## src/rtl/alu_channel_scheduler.sv

```systemverilog
// Sequences the shared convolution ALU over the left then right channel per sample
// and hands both results to P2S. Optional macro: SCHED_ZERO_SKIP_EN (zero-run bypass).
module alu_channel_scheduler #(
  parameter int ACC_W   = 40,
  parameter int TIMEOUT = 600,
  parameter int TO_W    = 10
) (
  input  logic             SCLK,
  input  logic             Reset_n,
  input  logic             enable,
  input  logic             sample_valid,
  input  logic             alu_done,
  input  logic [ACC_W-1:0] alu_accum,
  input  logic             all_zeros,
  input  logic             clr_flags,
  output logic             alu_clear,
  output logic             alu_en,
  output logic             alu_sel,
  output logic [ACC_W-1:0] out_l,
  output logic [ACC_W-1:0] out_r,
  output logic             out_valid,
  output logic             p2s_load,
  output logic             busy,
  output logic             overrun,
  output logic             timeout
);

  typedef enum logic [2:0] {IDLE, CLR_L, RUN_L, CLR_R, RUN_R, LOAD} state_t;

  state_t          state, state_nxt;
  logic [TO_W-1:0] watchdog;
  logic            wd_limit;
  logic            running;
  logic            start;
  logic            zero_start;
  logic            set_ovr;
  logic            set_to;

  assign wd_limit = (watchdog == TO_W'(TIMEOUT - 1));
  assign running  = (state == RUN_L) || (state == RUN_R);
  assign start    = sample_valid && enable && ((state == IDLE) || (state == LOAD));
  assign set_ovr  = sample_valid && enable &&
                    ((state == CLR_L) || (state == RUN_L) || (state == CLR_R) || (state == RUN_R));
  // Done and watchdog limit in the same cycle resolve as done.
  assign set_to   = running && enable && wd_limit && !alu_done;

`ifdef SCHED_ZERO_SKIP_EN
  assign zero_start = start && all_zeros;
`else
  logic zero_skip_unused;
  assign zero_skip_unused = all_zeros;
  assign zero_start       = 1'b0;
`endif

  always_comb begin
    state_nxt = state;
    alu_clear = 1'b0;
    alu_en    = 1'b0;
    alu_sel   = 1'b0;
    out_valid = 1'b0;
    p2s_load  = 1'b0;
    busy      = (state != IDLE);
    unique case (state)
      IDLE: begin
        if (start) state_nxt = zero_start ? LOAD : CLR_L;
      end
      CLR_L: begin
        alu_clear = 1'b1;
        state_nxt = RUN_L;
      end
      RUN_L: begin
        alu_en = 1'b1;
        if (alu_done || wd_limit) state_nxt = CLR_R;
      end
      CLR_R: begin
        alu_clear = 1'b1;
        alu_sel   = 1'b1;
        state_nxt = RUN_R;
      end
      RUN_R: begin
        alu_en  = 1'b1;
        alu_sel = 1'b1;
        if (alu_done || wd_limit) state_nxt = LOAD;
      end
      LOAD: begin
        out_valid = 1'b1;
        p2s_load  = 1'b1;
        alu_sel   = 1'b1;
        if (start) state_nxt = zero_start ? LOAD : CLR_L;
        else       state_nxt = IDLE;
      end
      default: state_nxt = IDLE;
    endcase
    // Dropping enable abandons the pass without a load.
    if ((state != IDLE) && !enable) state_nxt = IDLE;
  end

  always_ff @(posedge SCLK or negedge Reset_n) begin
    if (!Reset_n) begin
      state    <= IDLE;
      watchdog <= '0;
      out_l    <= '0;
      out_r    <= '0;
      overrun  <= 1'b0;
      timeout  <= 1'b0;
    end else begin
      state <= state_nxt;

      if ((state == CLR_L) || (state == CLR_R)) watchdog <= '0;
      else if (running)                         watchdog <= watchdog + 1'b1;

      if (zero_start) begin
        out_l <= '0;
        out_r <= '0;
      end else if (enable && (state == RUN_L)) begin
        if (alu_done)      out_l <= alu_accum;
        else if (wd_limit) out_l <= '0;
      end else if (enable && (state == RUN_R)) begin
        if (alu_done)      out_r <= alu_accum;
        else if (wd_limit) out_r <= '0;
      end

      if (set_ovr)        overrun <= 1'b1;
      else if (clr_flags) overrun <= 1'b0;

      if (set_to)         timeout <= 1'b1;
      else if (clr_flags) timeout <= 1'b0;
    end
  end

endmodule

```

## config.mk

```make
export PLATFORM = sky130hd
export DESIGN_NAME = alu_channel_scheduler
export DESIGN_NICKNAME = d
export VERILOG_FILES = /design/src/rtl/alu_channel_scheduler.sv
export SDC_FILE = /design/constraint.sdc
export NUM_CORES = 1
export LEC_CHECK = 0
export BUFFER_PORTS_ARGS = -buffer_cell sky130_fd_sc_hd__buf_2
export CORE_MARGIN = 5
export CORE_UTILIZATION = 40
export CTS_CLUSTER_SIZE = 30
export DETAILED_ROUTE_END_ITERATION = 10
export GPL_TIMING_DRIVEN = 0
export PLACE_DENSITY = 0.67
export SETUP_SLACK_MARGIN = 0.5
export SLEW_MARGIN = 25
export SYNTH_ARGS = -nofsm -noshare
export SYNTH_HDL_FRONTEND = slang
export SYNTH_SLANG_ARGS = --single-unit
```

## constraint.sdc

```tcl
create_clock -name SCLK -period 4.2 [get_ports SCLK]
set_input_delay 0 -clock SCLK [delete_from_list [all_inputs] [get_ports SCLK]]
set_output_delay 0 -clock SCLK [all_outputs]
set_load 0.1 [all_outputs]
```

==> metrics.md <==
| Metric | Value |
|---|---|
| Initial core utilization | `41.05%` |
| Clock slew at reported path FFs | `90 ps` |
| Largest family of logic cells by synthesized area | `compound AO/OA/AOI/OAI gates` |
| Worst-Margin Slew | `898.2 ps` |
| CP required | `4430 ps` |
| Post-synth EDFFs | `0` |
| Antenna diodes | `0` |
| DRT antenna net count | `0` |
| CTS tree | `yes` |
| Post-DP HPWL | `6999 um` |
| Fin nets | `518` |
| H-tree lvl count | `3` |
| Synth Area in Simple Gates | `7.288%` |
| Period utilization | `51.86%` |
| Outcome | `finished clean` |
| First-pass GRT wire length | `16,430 um` |
| Synth cell count leaders | `dfrtp_1 (95), a22o_1 (80), nand2_1 (12)` |
| Vias in the first global route | `3,347` |
| Seq cells post-synth | `95` |
| DRT Pass-1 Iters | `4` |
| Final Hold Vio Count | `0` |
| Largest net degree at the start of global routing | `54` |
| Syn_nets | `329` |
| Tmin final | `2178 ps` |
| CTS resizes | `0` |
| Fmax | `459.1 MHz` |
| Cts hold-fix bufs | `44` |
| HP Class | `input pin to register` |
| Fillers | `775` |
| Mapped Cells | `281` |
| Count leader, synth | `dfrtp_1` |
| Io pins | `135` |
| Mapped Area | `3811 um^2` |
| Clock Skews | `11.53 ps` |
| Clock root cell | `clkbuf_8` |
| Via count | `3,096` |
| Initial antenna violation count | `0` |
| Setup crit start kind | `register` |
| Ys async rst share | `100.0%` |
| Cell variety after synth | `40` |
| Slew HR | `39.57%` |
| Final worst-path setup slack | `2022 ps` |
| Crit Path Category | `register to register` |
| Layout cells sized above 1 | `36.21%` |
| Gr ovfl total | `0` |
| Via density | `5.126` |
| Compound-Gate Fraction of Synth Area | `22.06%` |
| Residual DRC | `0` |
| Total of max-cap violations | `0` |
| Post-synth top area cell | `dfrtp_1` |
| Die ar. | `11,580 um^2` |
| Area Overhead vs Synth | `39.59%` |
| Die width | `107.6 um` |
| Adder-cell share of the synthesized area | `0.3283%` |
| Warnings from Yosys | `0` |
| Ranking of synthesized cells by area | `dfrtp_1 (62%), a22o_1 (18%), buf_6 (2.4%), buf_8 (1.6%), xnor2_1 (1.4%)` |
| Number of core rows | `35` |
| Core area | `9284 um^2` |
| Worst-path fanout max | `6` |
| Post-Syn Area per Cell | `13.56 um^2` |
| Clock Path Buffers | `2` |
| Fin. max-slew vios | `0` |
| Yosys top cell area share | `62.38%` |
| Total negative slack | `0 ps` |
| Mean routed wirelength per cell | `16.72 um` |
| Chip Height | `107.6 um` |
| Critical Path AT | `2410 ps` |
| Mux share of post-synthesis cell area | `0.5253%` |
| GP Congestion | `0.8190` |
| CTS buffer count | `9` |
| Setup violators final | `0` |
| # Post-CTS Setup Buffers | `0` |
| RSZ-0062 raised after global routing | `false` |
| DRT Wirelength | `10,100 um` |
| Seq/Total Area, Yosys | `62.38%` |
| Post-synth top flop | `dfrtp_1` |
| CP endpoint kind | `register` |
| Final Hold Slack | `74.86 ps` |
| Sink Count | `95` |
| Xor/xnor share of the synthesized area | `1.609%` |
| Worst skew pair latency | `350 ps` |
| Initial DRC count | `150` |
| Port buffer count | `133` |
| Total GRT Usage | `17.85%` |
| Setup WS pre-CTS | `2157 ps` |
-- logic make-up (layout without fill, tap and decap cells) --
family	Yosys count	in the layout
adder cells (fa/ha/maj)	1	1
flip-flops	95	95
AND/OR/NAND/NOR	49	49
multiplexers	2	2
buffers and inverters	27	221
AO/OA/AOI/OAI	100	100
XOR/XNOR	7	7
-- layout make-up --
class / instances / area (um^2) / area share, %
plain buffers: 23 / 206.4 / 3.881
clock buffers: 11 / 141.4 / 2.658
clock inverters: 5 / 66.31 / 1.246
inverters: 4 / 15.01 / 0.2822
multi-input cells: 159 / 1212 / 22.79
flip-flops and latches: 95 / 2377 / 44.68
well taps: 129 / 161.4 / 3.034
repair buffers: 178 / 1140 / 21.43
-- registers in the layout, indices dropped and copies added, names as in the netlist --
name      cells
out_l        40
out_r        40
overrun       1
state         3
timeout       1
watchdog     10
-- metrics by stage --
step	utilization [%]	cell area, um^2	std cells
6_report	57.30	5320	604
5_1_grt	57.30	5320	604
4_1_cts	57.30	5320	604
3_5_place_dp	50.32	4672	544
3_3_place_gp	49.96	4638	543
2_1_floorplan	-	3811	281
-- worst max-delay path, cell delays in order (launching register included) --
cell	delay (ps)
dfrtp_1	450
xnor2_1	440
nor2_1	210
o211ai_1	300
o21ai_1	110
dlygate4sd3_1	560
-- per-layer routing --
metal / vias up / share of wire [%] / track usage, % / wire [um]
met4: 0 / 2.4 / 6.763 / 240
met2: 114 / 46 / 28.15 / 4677
met3: 24 / 5.9 / 4.139 / 591
li1: 1436 / - / - / -
met1: 1522 / 45 / 23.95 / 4588
met5: - / 0 / 0 / 0
-- worst paths after layout --
kind | startpoint | depth (start not counted) | endpoint | slack, ps
min reg2reg | out_l[6] | 1 | out_l[6] | 500
max in group asynchronous | Reset_n | 3 | out_r[6] | 3490
min in group asynchronous | Reset_n | 2 | out_r[19] | 120
max | state[2] | 5 | overrun | 2020
max reg2reg | state[2] | 5 | overrun | 2020
min | sample_valid | 4 | state[0] | 70
-- cell usage in the layout (no fill, tap or decap), types with 4 or more instances in the layout --
cell / instances
buf_6: 9
clkbuf_8: 10
buf_4: 4
xnor2_1: 6
nand2_1: 12
dlygate4sd3_1: 44
o21ai_1: 4
buf_8: 4
clkbuf_1: 8
nor2_1: 10
a22o_1: 80
dfrtp_1: 95
nand2b_1: 5
buf_2: 132
Power is not shown: default switching activity piles up to over one toggle a cycle in this logic, so the estimate is an artifact.
